## src/rtl/regfile_wb_arbiter.sv

```systemverilog
// rtl/regfile_wb_arbiter.sv - two-requester register-file writeback arbiter with hazard flags
module regfile_wb_arbiter (
    input  logic        clk,
    input  logic        reset,
    input  logic        hold,
    input  logic        a_valid,
    input  logic [4:0]  a_addr,
    input  logic [31:0] a_data,
    output logic        a_ready,
    input  logic        b_valid,
    input  logic [4:0]  b_addr,
    input  logic [31:0] b_data,
    output logic        b_ready,
    input  logic [4:0]  rs1,
    input  logic [4:0]  rs2,
    output logic        RegWrite,
    output logic [4:0]  WriteRegister,
    output logic [31:0] WriteData,
    output logic        hazard1,
    output logic        hazard2,
    output logic [15:0] wr_cnt
);

    // 0 = A preferred on a tie, 1 = B preferred
    logic        prio;
    logic        grant;
    logic [4:0]  grantAddr;
    logic [31:0] grantData;

    // Grant selection: a lone requester always wins, a tie goes to the preferred side
    always_comb begin
        a_ready = 1'b0;
        b_ready = 1'b0;
        if (!reset && !hold) begin
            if (a_valid && (!b_valid || !prio)) begin
                a_ready = 1'b1;
            end else if (b_valid) begin
                b_ready = 1'b1;
            end
        end
    end

    assign grant     = a_ready | b_ready;
    assign grantAddr = a_ready ? a_addr : b_addr;
    assign grantData = a_ready ? a_data : b_data;

    // Round-robin pointer: after a grant, favour the side that lost
    always_ff @(posedge clk or posedge reset) begin
        if (reset) begin
            prio <= 1'b0;
        end else if (grant) begin
            prio <= a_ready;
        end
    end

    // Write port register: writes to x0 are accepted but never committed or counted
    always_ff @(posedge clk or posedge reset) begin
        if (reset) begin
            RegWrite      <= 1'b0;
            WriteRegister <= 5'd0;
            WriteData     <= 32'd0;
            wr_cnt        <= 16'd0;
        end else if (grant && (grantAddr != 5'd0)) begin
            RegWrite      <= 1'b1;
            WriteRegister <= grantAddr;
            WriteData     <= grantData;
            wr_cnt        <= wr_cnt + 16'd1;
        end else begin
            RegWrite      <= 1'b0;
        end
    end

    assign hazard1 = RegWrite && (WriteRegister == rs1) && (rs1 != 5'd0);
    assign hazard2 = RegWrite && (WriteRegister == rs2) && (rs2 != 5'd0);

endmodule

```

## config.mk

```make
export PLATFORM = sky130hd
export DESIGN_NAME = regfile_wb_arbiter
export DESIGN_NICKNAME = d
export VERILOG_FILES = /design/src/rtl/regfile_wb_arbiter.sv
export SDC_FILE = /design/constraint.sdc
export NUM_CORES = 1
export LEC_CHECK = 0
export ABC_AREA = 1
export CAP_MARGIN = 20
export CORE_ASPECT_RATIO = 0.8
export CORE_MARGIN = 2
export CORE_UTILIZATION = 38
export CTS_BUF_LIST = sky130_fd_sc_hd__clkbuf_16
export CTS_CLUSTER_DIAMETER = 40
export CTS_CLUSTER_SIZE = 20
export DETAILED_ROUTE_END_ITERATION = 8
export GPL_TIMING_DRIVEN = 1
export PLACE_DENSITY = 0.78
export SLEW_MARGIN = 20
export SYNTH_ARGS = -nofsm -noshare
export SYNTH_HDL_FRONTEND = slang
export SYNTH_SLANG_ARGS = --single-unit
```

## constraint.sdc

```tcl
create_clock -name clk -period 1.8 [get_ports clk]
set_clock_uncertainty 0.15 [all_clocks]
set_input_delay 0.36 -clock clk [delete_from_list [all_inputs] [get_ports clk]]
set_output_delay 0.36 -clock clk [all_outputs]
set_load 0.02 [all_outputs]
```

==> impl_metrics.yaml, run 1 <==
cells_and_area:
  fin_util_pct: 74.4
  nNetsFinal: 752
  layout_common_cells: "170 x nand2_1, 83 x clkdlybuf4s50_1, 57 x nand2_2, 53 x dfrtp_1, 33 x nand3_2"
  fill_cells: 616
  regArea_um2: 1380
  layout-drive-gt1-share_pct: 31.1
  layout_commonest_cell: "nand2_1"
  area_growth_pct: 90.8
  diodes: 0
  final_cell_area_um2: 6280
  multi_input_area_um2: 2180
synth:
  yosys_warnings: 0
  synth-seq-area-share_pct: 41.8
  synth_top_family_by_area: "simple AND/OR/NAND/NOR gates"
  ys.flop_type: "dfrtp_1"
  synth_top_area_share_pct: 41.8
  syn-cell-area_um2: 3290
  synth_edf_count: 0
  syn_nets: 564
  synth.distinct_cells: 27
  synth.area.top_cells: "dfrtp_1 42%, nand2_1 28%, nand3_1 8.8%, buf_6 3.8%, inv_1 3.2%"
  synth-adder-area-share_pct: 0.380
  synth-async-reset-ratio_pct: 100
  netlist_instances: 474
  yosys.area.top_type: "dfrtp_1"
  synth-simple-area-share_pct: 43.3
  synthMuxAreaShare_pct: 0
  synth.avg_cell_area_um2: 6.94
  synth_xor_area_share_pct: 3.99
  synth_compound_area_share_pct: 1.94
  synth_seq_cells: 55
clock_tree:
  cts.sinks: 55
  hold_buffers: 0
  cts.clk_slew.worst_paths_ns: 0.07
  cts_tree: "done"
  cts_buffers: 5
  clock_latency_ns: 0.30
  cts_buffer_depth: 2
  htreeDepth: 2
  root_buffer: "clkbuf_16"
sta:
  rsz0062_at_grt: "true"
  period_minus_slack_ns: 1.97
  tightest_slew_ns: 0.464
  drv_slew: 0
  fin_setup_tns_ns: -6.60
  setup_viol: 56
  fin_crit_sh_pct: 110
  setup_slack_ns: -0.175
  max_freq_ghz: 0.506
  slew_headroom_pct: 68.8
  hold_viol_final: 0
  holdWs_ns: 0.288
worst_setup_path:
  cp_max_fo: 4
  start_kind: "register"
  path_cells: "xor2_1, nor2_1, o2111ai_2, nor3_2, buf_4"
  crit_required_ns: 1.29
  cpPeakStageDelay_ns: 0.44
  path_class: "register to primary output"
  arrival_ns: 1.46
  cp-end-kind: "primary output"
  slowest_stage: "dfrtp_2"
placed_design:
  gp_congestion: 0.871
  dp_hpwl_um: 7260
  port_buffers: 146
  place_area_um2: 5020
pwr:
  power_switching_mw: 1.64
  clockPowerShare_pct: 24.7
  pwr-share-comb_pct: 39.6
  sequentialPowerShare_pct: 35.8
  power_density_nw_per_um2: 737
  leakagePower_nw: 3.39
  irDropWorstVdd_mv: 0.442
  internal_power_mw: 2.99
  swShare_pct: 35.5
floorplanning:
  die_area_um2: 9430
  io_pins: 147
  num_rows: 30
  die_x_um: 108
  die_h_um: 87.3
  core_um2: 8450
  initial_utilization_pct: 39.0
job:
  drv_cap: 0
detailed_routing:
  wl_um: 12900
  antenna_left: 0
  routed-via-count: 3929
  wl_per_cell_um: 16.6
  drc: 0
  drtIter0Drc: 161
  via_per_inst: 5.07
  dr.pass1.iters: 4
grt:
  antenna_found_initial: 0
  grt_first_pass_wirelength_um: 18700
  grt_max_degree: 33
  grt-ovfl-total: 0
  grt_pass1_vias: 3961
  track_usage_pct: 25.3
min_path:
  hold_path_class: "primary input to async pin"
run_status:
  status: "finished with violations"
  violations: "setup timing"
flip-flops by register name, summed over array words and instances, names as in the netlist:
signal         count
RegWrite           1
WriteRegister      5
prio               1
wr_cnt            16
WriteData         32
power groups by stage:
stage               Sequential, mW  Clock (mW)  Combinational [mW]
floorplan                     1.84           0               0.488
global placement              1.61           0                1.50
detailed placement            1.62           0                1.54
CTS                           1.60        1.14                1.65
global route                  1.68        1.21                1.97
finish                        1.66        1.14                1.83
stage by stage:
step / power (mW) / setup slack, ns / std cells
final: 4.63 / -0.175 / 775
after global routing: 4.86 / -0.270 / 775
after CTS: 4.39 / -0.177 / 773
after detailed placement: 3.15 / -0.657 / 737
after global placement: 3.11 / -0.620 / 737
after floorplan: 2.33 / 0.128 / 474
metal layers:
metal / routed length (um) / global-route usage [%] / vias to the layer above / share of wire [%]
met2: 6760 / 47.1 / 199 / 53
met1: 4840 / 29.4 / 1832 / 38
li1: - / - / 1864 / -
met4: 278 / 6.64 / 0 / 2.2
met5: 0 / 0 / - / 0
met3: 994 / 5.61 / 34 / 7.7
final timing paths:
kind,startpoint,end,slack (ns),cells after the start
hold reg to reg,WriteData[4]$_DFFE_PP0P_,WriteData[4]$_DFFE_PP0P_,0.34,2
setup reg to reg,prio$_DFFE_PP0P_,wr_cnt[11]$_DFFE_PP0P_,-0.16,11
setup / recovery,WriteRegister[1]$_DFFE_PP0P_,hazard2,-0.17,5
max in group asynchronous,reset,WriteRegister[3]$_DFFE_PP0P_,1.04,4
hold / removal,reset,wr_cnt[15]$_DFFE_PP0P_,0.29,4
min in group clk,WriteData[4]$_DFFE_PP0P_,WriteData[4]$_DFFE_PP0P_,0.34,2
critical path: cells and delay by family, from the launching register on:
family,cells,cell delay [ns]
compound gates,1,0.14
simple gates,2,0.27
flops,1,0.44
buf+inv,1,0.16
xor+xnor,1,0.17
synth_stat cells (2+ instances only):
library cell	number
buf_2	4
nand2_2	4
buf_6	11
xor2_1	8
nor3_1	5
dfrtp_1	55
xnor2_1	7
nand2_1	244
nand3_1	58
clkbuf_1	6
a21oi_1	3
nand4_1	8
o21ai_0	2
inv_1	28
buf_1	2
nor2_1	18
final cells by class:
| cell class | instances | area share (%) |
|---|---|---|
| Sequential cell | 55 | 21.9 |
| Inverter | 29 | 1.87 |
| Clock buffer | 5 | 1.99 |
| Multi-Input combinational cell | 367 | 34.7 |
| Tap cell | 112 | 2.23 |
| Clock inverter | 3 | 0.737 |
| Timing Repair Buffer | 204 | 36.5 |
logic make-up (layout without fill, tap and decap cells):
| kind of cell | Yosys count | count (layout) |
|---|---|---|
| DFF | 55 | 55 |
| xor gates and xnor gates | 15 | 15 |
| adders and majority gates | 1 | 1 |
| buffers and inverters | 52 | 241 |
| and+or+nand+nor | 342 | 342 |
| AOI/OAI and AO/OA | 9 | 9 |
timing repair:
item / in CTS / in global routing
setup endpoints to repair: 81 / 84
cloned: 9 / 3
pin swaps: 42 / 51
setup buffers: 20 / 2
resized for setup: 110 / 145
No activity file was read; power rests on OpenSTA's default activity.
==> run 2, diff against run 1 <==
--- a/config.mk
+++ b/config.mk
@@ -8,7 +8,6 @@
 export ABC_AREA = 1
 export CAP_MARGIN = 20
 export CORE_ASPECT_RATIO = 0.8
-export CORE_MARGIN = 2
 export CORE_UTILIZATION = 38
 export CTS_BUF_LIST = sky130_fd_sc_hd__clkbuf_16
 export CTS_CLUSTER_DIAMETER = 40
==> impl_metrics.yaml, run 2 (synthesized netlist as in run 1, its figures left out) <==
run_status:
  status: "finished with violations"
  violations: "setup timing"
cells_and_area:
  diodes: 0
  nNetsFinal: 747
  regArea_um2: 1380
  largest_register_ffs: 32
  layout-drive-gt1-share_pct: 19.0
  layout_common_cells: "205 x nand2_1, 87 x clkdlybuf4s50_1, 55 x nand3_1, 54 x dfrtp_1, 43 x dlygate4sd2_1"
  area_growth_pct: 73.1
  biggestRegsByFlops: "WriteData (32), wr_cnt (16), WriteRegister (5)"
  top_register: "WriteData"
  layout_commonest_cell: "nand2_1"
  multi_input_area_um2: 1810
  fill_cells: 686
clock_tree:
  root_buffer: "clkbuf_16"
  clock_latency_ns: 0.29
  htreeDepth: 2
  cts.sinks: 55
  cts_buffer_depth: 2
  cts.clk_slew.worst_paths_ns: 0.07
  cts_tree: "done"
  cts_buffers: 5
sta:
  slew_headroom_pct: 74.0
  setup_slack_ns: -0.180
  fin_crit_sh_pct: 110
  hold_viol_final: 0
  period_minus_slack_ns: 1.98
  tightest_slew_ns: 0.387
  rsz0062_at_grt: "true"
  setup_viol: 56
  holdWs_ns: 0.258
  max_freq_ghz: 0.505
  drv_slew: 0
floorplanning:
  die_x_um: 106
  num_rows: 29
  io_pins: 147
  die_h_um: 85.3
  core_um2: 8160
  die_area_um2: 9040
  initial_utilization_pct: 40.3
grt:
  grt_max_degree: 34
  grt-ovfl-total: 0
  grt_pass1_vias: 3825
  antenna_found_initial: 0
  grt_first_pass_wirelength_um: 17700
  track_usage_pct: 24.7
detailed_routing:
  wl_per_cell_um: 14.1
  wl_um: 10800
  routed-via-count: 3755
  drtIter0Drc: 124
  drc: 0
  antenna_left: 0
  via_per_inst: 4.90
  dr.pass1.iters: 4
placed_design:
  gp_congestion: 0.878
  port_buffers: 146
  dp_hpwl_um: 7130
worst_setup_path:
  start_kind: "register"
  arrival_ns: 2.01
  path_class: "register to register"
  cp-end-kind: "register"
  crit_required_ns: 1.83
  cp_max_fo: 5
job:
  drv_cap: 0
min_path:
  hold_path_class: "primary input to async pin"
pwr:
  power_density_nw_per_um2: 741
  irDropWorstVdd_mv: 0.549
  leakagePower_nw: 3.09
  power.total_mw: 4.22
## run 2: cell types whose count changed in the layout (fill, tap and decap cells not counted), moves of 16 or more
cell	delta
nand3_1	+32
nand2_1	+35
nand3_2	-29
nand2_2	-21
dlymetal6s2s_1	-16
## run 2: layer usage
metal  vias to the layer above  part of all wire [%]  track usage (%)
li1                       1850                     -                -
met1                      1728                    40             28.4
met2                       151                    49             43.7
met3                        26                   8.4             7.30
met4                         0                   2.4             9.09
met5                         -                     0                0
## run 2: cell type report
cell class / instances / share of cell area [%]
repair buffers: 199 / 37.0
multi-input cells: 367 / 31.8
flip-flops and latches: 55 / 24.2
well taps: 108 / 2.37
clock buffers: 5 / 2.20
inverters: 29 / 2.02
clock inverters: 3 / 0.417
## run 2: what timing repair did
action                     CTS  global route
setup endpoints to repair   84            68
hold buffers                 0             0
resized for setup          120            34
setup buffers               15             5
gates cloned                 9             0
pin swaps                   20             6
## run 2: where the power goes
| group | internal [mW] | total (mW) | switching, mW | leakage [nW] |
|---|---|---|---|---|
| sequential | 1.44 | 1.61 | 0.178 | 0.701 |
| combinational | 0.784 | 1.62 | 0.840 | 2.32 |
| clock | 0.524 | 0.981 | 0.458 | 0.0717 |
| total | 2.74 | 4.22 | 1.48 | 3.09 |
## run 2: path summary, 6_finish.rpt
path / from / to / slack [ns] / depth (start not counted)
worst max-delay path: prio$_DFFE_PP0P_ / WriteData[28]$_DFFE_PP0P_ / -0.18 / 13
worst min-delay path: reset / WriteData[20]$_DFFE_PP0P_ / 0.26 / 4
worst max register to register: prio$_DFFE_PP0P_ / WriteData[28]$_DFFE_PP0P_ / -0.18 / 13
worst min register to register: WriteData[8]$_DFFE_PP0P_ / WriteData[8]$_DFFE_PP0P_ / 0.32 / 2
max in group asynchronous: reset / WriteRegister[1]$_DFFE_PP0P_ / 0.94 / 4
min in group clk: WriteData[8]$_DFFE_PP0P_ / WriteData[8]$_DFFE_PP0P_ / 0.32 / 2
## run 2: per-stage QoR
stage / setup slack, ns / util (%) / instances / TNS [ns] / cell area (um2)
after floorplan: 0.128 / - / 474 / 0 / 3310
after global placement: -0.610 / 61.2 / 732 / -31.72 / 4990
after detailed placement: -0.641 / 61.2 / 732 / -33.60 / 4990
after CTS: -0.195 / 68.4 / 763 / -6.39 / 5590
after global routing: -0.264 / 69.8 / 766 / -11.73 / 5700
final: -0.180 / 69.8 / 766 / -6.88 / 5700
## run 2: critical path, stage by stage (launching register included)
cell      delay [ns]
dfrtp_1         0.39
nand2_2         0.09
nand3_4         0.11
buf_12          0.15
buf_8           0.13
nand2_2         0.07
nand2_2         0.08
nand3_2         0.10
o21bai_4        0.08
buf_8           0.14
buf_4           0.14
buf_16          0.13
nand2_1         0.06
nand2_1         0.05
==> run 3, diff against run 2 <==
--- a/config.mk
+++ b/config.mk
@@ -10,11 +10,10 @@
 export CORE_ASPECT_RATIO = 0.8
 export CORE_UTILIZATION = 38
 export CTS_BUF_LIST = sky130_fd_sc_hd__clkbuf_16
-export CTS_CLUSTER_DIAMETER = 40
 export CTS_CLUSTER_SIZE = 20
 export DETAILED_ROUTE_END_ITERATION = 8
 export GPL_TIMING_DRIVEN = 1
-export PLACE_DENSITY = 0.78
+export PLACE_DENSITY = 0.77
 export SLEW_MARGIN = 20
 export SYNTH_ARGS = -nofsm -noshare
 export SYNTH_HDL_FRONTEND = slang
==> impl_metrics.yaml, run 3 (synthesized netlist as in run 1, its figures left out) <==
clock_tree:
  root_buffer: "clkbuf_16"
  cts_buffer_depth: 2
  htreeDepth: 2
  clock_latency_ns: 0.29
  cts_tree: "done"
  cts_buffers: 5
  cts.clk_slew.worst_paths_ns: 0.07
  hold_buffers: 0
  cts.sinks: 55
detailed_routing:
  dr_wl_met3_um: 869
  dr.pass1.iters: 4
  wl_per_cell_um: 15.3
  drt-met1-wl_um: 4660
  drc: 0
  drtIter0Drc: 119
  routed-via-count: 3872
  antenna_left: 0
  wl_um: 11800
  via_per_inst: 5.02
  met2_wirelength_um: 6030
  top_layer_used: "met4"
sta:
  holdWs_ns: 0.246
  tightest_slew_ns: 0.475
  drv_slew: 0
  slew_headroom_pct: 68.1
  setup_slack_ns: -0.165
  rsz0062_at_grt: "true"
  period_minus_slack_ns: 1.97
  max_freq_ghz: 0.509
  setup_viol: 51
  hold_viol_final: 0
  fin_crit_sh_pct: 109
cells_and_area:
  nNetsFinal: 752
  area_growth_pct: 85.5
  largest_register_ffs: 32
  layout_commonest_cell: "nand2_1"
  diodes: 0
  fill_cells: 567
  stdcell_count: 771
  layout-drive-gt1-share_pct: 27.0
  layout_common_cells: "200 x nand2_1, 86 x clkdlybuf4s50_1, 53 x dfrtp_1, 35 x nand3_2, 34 x nand2_2"
  biggestRegsByFlops: "WriteData (32), wr_cnt (16), WriteRegister (5)"
  top_register: "WriteData"
worst_setup_path:
  path_class: "register to primary output"
  cpPeakStageDelay_ns: 0.44
  start_kind: "register"
  critPathTopFamily: "flip-flops"
  ff2ff_path_depth: 10
  crit_buf_inv: 2
  cp_max_fo: 4
  slowest_stage: "dfrtp_2"
  arrival_ns: 1.46
  crit_cells: 6
  crit_required_ns: 1.29
  cp-end-kind: "primary output"
  cp_common_cell: "buf_4"
  path_cells: "buf_4, nor2_1, nand2_1, a21oi_2, nor3_2, buf_4"
floorplanning:
  num_rows: 29
  initial_utilization_pct: 40.3
  die_area_um2: 9040
  die_h_um: 85.3
  core_um2: 8160
  die_x_um: 106
  io_pins: 147
grt:
  grt-ovfl-total: 0
  grt_pass1_vias: 3608
  grt_max_degree: 33
  track_usage_pct: 23.3
  antenna_found_initial: 0
  grt_first_pass_wirelength_um: 16700
placed_design:
  gp_congestion: 0.867
  dp_hpwl_um: 7060
  port_buffers: 146
  place_inst: 733
  place_ws_ns: -0.670
job:
  drv_cap: 0
pwr:
  power_density_nw_per_um2: 738
  irDropWorstVdd_mv: 0.487
  leakagePower_nw: 3.33
min_path:
  hold_path_class: "primary input to async pin"
run_status:
  status: "finished with violations"
  violations: "setup timing"
==> run 3: cell types whose count changed in the layout (fill, tap and decap cells not counted), moves of 4 or more <==
cell            change
nand2_1             -5
nand2_4             +7
buf_16              -7
nand3_2            +31
clkbuf_16           +6
dlygate4sd2_1      -14
nand3_4             +4
buf_6               +7
dlymetal6s2s_1     +14
nand3_1            -35
==> run 3: path summary, 6_finish.rpt <==
check | from | endpoint | slack, ns
worst max-delay path | WriteRegister[1]$_DFFE_PP0P_ | hazard1 | -0.17
worst min-delay path | reset | WriteData[14]$_DFFE_PP0P_ | 0.25
worst max register to register | prio$_DFFE_PP0P_ | wr_cnt[7]$_DFFE_PP0P_ | -0.09
worst min register to register | WriteData[29]$_DFFE_PP0P_ | WriteData[29]$_DFFE_PP0P_ | 0.33
max in group asynchronous | reset | WriteRegister[1]$_DFFE_PP0P_ | 1.07
min in group clk | WriteData[29]$_DFFE_PP0P_ | WriteData[29]$_DFFE_PP0P_ | 0.33
==> run 3: report_power, final <==
group / internal [mW] / total (mW) / switching [mW]
sequential: 1.44 / 1.64 / 0.198
combinational: 0.869 / 1.77 / 0.901
clock: 0.658 / 1.10 / 0.445
total: 2.96 / 4.51 / 1.54
==> run 3: cell type report <==
class	count	area (um2)	area share (%)
inverter	29	113	1.84
clock buffer	5	125	2.05
timing repair buffer	204	2210	36.3
clock inverter	3	42.5	0.697
multi-input combinational	367	2100	34.3
tap	108	135	2.21
sequential	55	1380	22.6
==> run 3: tightest hold or removal path, stage by stage <==
cell and delay [ns]:
clkdlybuf4s15_1 0.21, buf_4 0.17, clkinvlp_4 0.10, buf_12 0.19
==> run 3: metal layers <==
layer / global-route usage, % / vias to the layer above
li1: - / 1857
met1: 26.4 / 1799
met2: 43.0 / 186
met3: 6.14 / 30
met4: 6.94 / 0
met5: 0 / -
==> run 3: what timing repair did <==
action                                 4_1_cts  5_1_grt
endpoints found under the hold margin        0        0
setup endpoints to repair                   81       78
pin swaps                                   11       48
setup buffers                               16        7
gates cloned                                 4        8
gates resized for setup                     66      156
==> run 3: stage by stage <==
step	total power [mW]	setup TNS, ns	cell area, um2	utilization (%)
floorplan	2.33	0	3310	-
global placement	3.11	-32.74	5010	61.4
detailed placement	3.15	-33.44	5010	61.4
CTS	4.29	-0.567	5420	66.4
global route	4.73	-7.25	6110	74.8
finish	4.51	-3.22	6110	74.8
==> RTL edit, RTL diff (settings of run 1) <==
Register the output `wr_cnt` once more, with the module's reset; this adds one clock of latency there. The other outputs are not delayed to match.
--- a/src/rtl/regfile_wb_arbiter.sv
+++ b/src/rtl/regfile_wb_arbiter.sv
@@ -21,4 +21,6 @@
     output logic [15:0] wr_cnt
 );
+
+    logic [15:0] wr_cnt_s0;
 
     // 0 = A preferred on a tie, 1 = B preferred
@@ -60,10 +62,10 @@
             WriteRegister <= 5'd0;
             WriteData     <= 32'd0;
-            wr_cnt        <= 16'd0;
+            wr_cnt_s0     <= 16'd0;
         end else if (grant && (grantAddr != 5'd0)) begin
             RegWrite      <= 1'b1;
             WriteRegister <= grantAddr;
             WriteData     <= grantData;
-            wr_cnt        <= wr_cnt + 16'd1;
+            wr_cnt_s0     <= wr_cnt_s0 + 16'd1;
         end else begin
             RegWrite      <= 1'b0;
@@ -74,4 +76,12 @@
     assign hazard2 = RegWrite && (WriteRegister == rs2) && (rs2 != 5'd0);
 
+    always_ff @(posedge clk or posedge reset) begin
+        if (reset) begin
+            wr_cnt <= '0;
+        end else begin
+            wr_cnt <= wr_cnt_s0;
+        end
+    end
+
 endmodule
 
Behaviour: not the same (Yosys sat finds a counterexample within 4 cycles, from zero or initial values and one cycle with reset high).
==> RTL edit against run 1 <==
  * The flow still finishes with violations (negative setup slack)
  * Count of clock-buffer cells in the layout is 4 higher
  * Fmax is 4.0% lower
  * Register-to-register slack better by 0.02 ns
  * Worst setup slack worse by 0.082 ns
  * Sequential cell count is 16 higher
  * Routed wire length is 9.3% lower
  * Final area is 4.1% higher
  * Clock power is 79% higher
  * Synthesized area is 11% higher
  * Sequential power is 24% higher
  * Combinational power is 9% lower
  * Total power is 25% higher
  * Core utilization is 5.7 points lower
  * Critical path type unchanged
==> RTL edit: results (changes against run 1) <==
failing checks - negative setup slack (unchanged)
HPWL Detailed - 7839 um (was 7258 um)
Hold Crit Class - reg2reg (was in2async)
relative slew slack - 77.61% (was 68.83%)
FF+latch area - 1779 um^2 (was 1379 um^2)
Peak VDD IR - 0.4445 mV (was 0.4422 mV)
share of cells above drive strength 1 - 25.66% (was 31.07%)
non-filler cells in the finished layout - 801 (was 775)
Mapped Nets - 580 (was 564)
number of distinct library cells after synthesis - 29 (was 27)
WL met1 - 4581 um (was 4836 um)
pre-CTS WS - -0.6838 ns (was -0.6570 ns)
Final WS setup - -0.2573 ns (was -0.1749 ns)
outcome - finished, violations left (unchanged)
# diodes - 0 (unchanged)
LEAKAGE - 3.408 nW (was 3.387 nW)
clock latency on the worst-skew pair - 0.33 ns (was 0.30 ns)
Avg WL per Cell - 14.57 um (was 16.60 um)
DR iter-0 viols - 212 (was 161)
Regs by FF count - WriteData: 32 flops, wr_cnt: 16 flops, wr_cnt_s0: 16 flops (was WriteData: 32 flops, wr_cnt: 16 flops, WriteRegister: 5 flops)
post-synthesis sequential area ratio - 48.48% (was 41.81%)
gpl congestion - 0.8562 (was 0.8713)
length of routed met2 wiring - 6065 um (was 6757 um)
Critical Path AT - 1.55 ns (was 1.46 ns)
reg2reg path depth - 10 (was 11)
first-pass GRT wire length - 16770 um (was 18660 um)
Layout fillers - 709 (was 616)
H-Tree Depth - 3 (was 2)
Vias - 3876 (was 3929)
Setup Total Neg Slack - -5.137 ns (was -6.599 ns)
CP Max Fanout - 5 (was 4)
syn avg cell area - 7.479 um^2 (was 6.945 um^2)
most frequent cells after synthesis - nand2_1 (238), dfrtp_1 (71), nand3_1 (61) (was nand2_1 (244), nand3_1 (58), dfrtp_1 (55))
switching pwr - 1.771 mW (was 1.643 mW)
Tot GR Track Use - 20.39% (was 25.28%)
Area contributors post-synth - dfrtp_1 (48%), nand2_1 (24%), nand3_1 (8.3%) (was dfrtp_1 (42%), nand2_1 (28%), nand3_1 (8.8%))
Post-DP Area - 5503 um^2 (was 5019 um^2)
final setup fails - 49 (was 56)
WL met3 - 871 um (was 994 um)
vias in the first global route - 3727 (was 3961)
CTS Buf Count - 9 (was 5)
Final #Nets - 767 (was 752)
## RTL edit: changes by cell type in the layout (fill, tap and decap cells not counted), moves of 8 or more
cell,delta
clkbuf_16,+8
clkdlybuf4s50_1,+10
dfrtp_1,+16
dlygate4sd2_1,+10
dlymetal6s2s_1,-20
nand3_1,+30
nand3_2,-27
## RTL edit: area by class of cell
type,instances,area share (%)
inverter,35,2.104
clock buffer,9,3.443
tap,119,2.276
sequential,71,27.20
timing repair buffer,198,32.21
clock inverter,7,1.817
multi-input combinational,362,30.95
## RTL edit: critical path: stages, from the launching register on
cell	delay (ns)
dfrtp_2	0.46
xor2_1	0.18
nor3_2	0.18
nand4_1	0.12
nor2_1	0.13
buf_4	0.16
## RTL edit: power by group through the flow
stage	Clock [mW]	Combinational (mW)	Sequential [mW]
3_5_place_dp	0	1.52	2.03
6_report	2.04	1.67	2.06
2_1_floorplan	0	0.453	2.26
3_3_place_gp	0	1.48	2.03
4_1_cts	2.07	1.45	2.01
5_1_grt	2.17	1.79	2.10
## RTL edit: cell families (layout without fill, tap and decap cells)
logic type / count (synthesis) / count (layout) / share of synthesized area, %
AOI/OAI and AO/OA: 9 / 9 / 1.843
and+or+nand+nor: 338 / 338 / 38.51
buffers and inverters: 57 / 249 / 7.477
adders and majority gates: 1 / 1 / 0.3414
DFF: 71 / 71 / 48.48
xor gates and xnor gates: 14 / 14 / 3.346
## RTL edit: path summary, 6_finish.rpt
check,from,to,slack [ns]
min in group asynchronous,reset,WriteData[2],0.42
hold / removal,wr_cnt_s0[14],wr_cnt[14],0.29
setup reg to reg,prio,wr_cnt_s0[9],-0.14
setup / recovery,WriteRegister[1],hazard1,-0.26
max in group asynchronous,reset,WriteData[27],0.70
hold reg to reg,wr_cnt_s0[14],wr_cnt[14],0.29
## RTL edit: metrics by stage
| step | hold WS, ns | power, mW |
|---|---|---|
| 3_3_place_gp | 0.2667 | 3.514 |
| 5_1_grt | 0.3045 | 6.056 |
| 6_report | 0.2880 | 5.776 |
| 2_1_floorplan | 0.2241 | 2.709 |
| 4_1_cts | 0.01343 | 5.519 |
| 3_5_place_dp | 0.2652 | 3.552 |
## RTL edit: timing repair
item / 4_1_cts / 5_1_grt
hold buffers: 0 / 1
buffers inserted: 4 / 7
setup endpoints to repair: 93 / 64
cloned: 1 / 8
resized for setup: 74 / 136
pin swaps: 6 / 33
endpoints found under the hold margin: 0 / 4
## RTL edit: metal layers
metal  GRT usage [%]  vias up
li1                -     1903
met1           22.44     1823
met2           36.68      134
met3           7.204       16
met4           6.606        0
met5               0        -
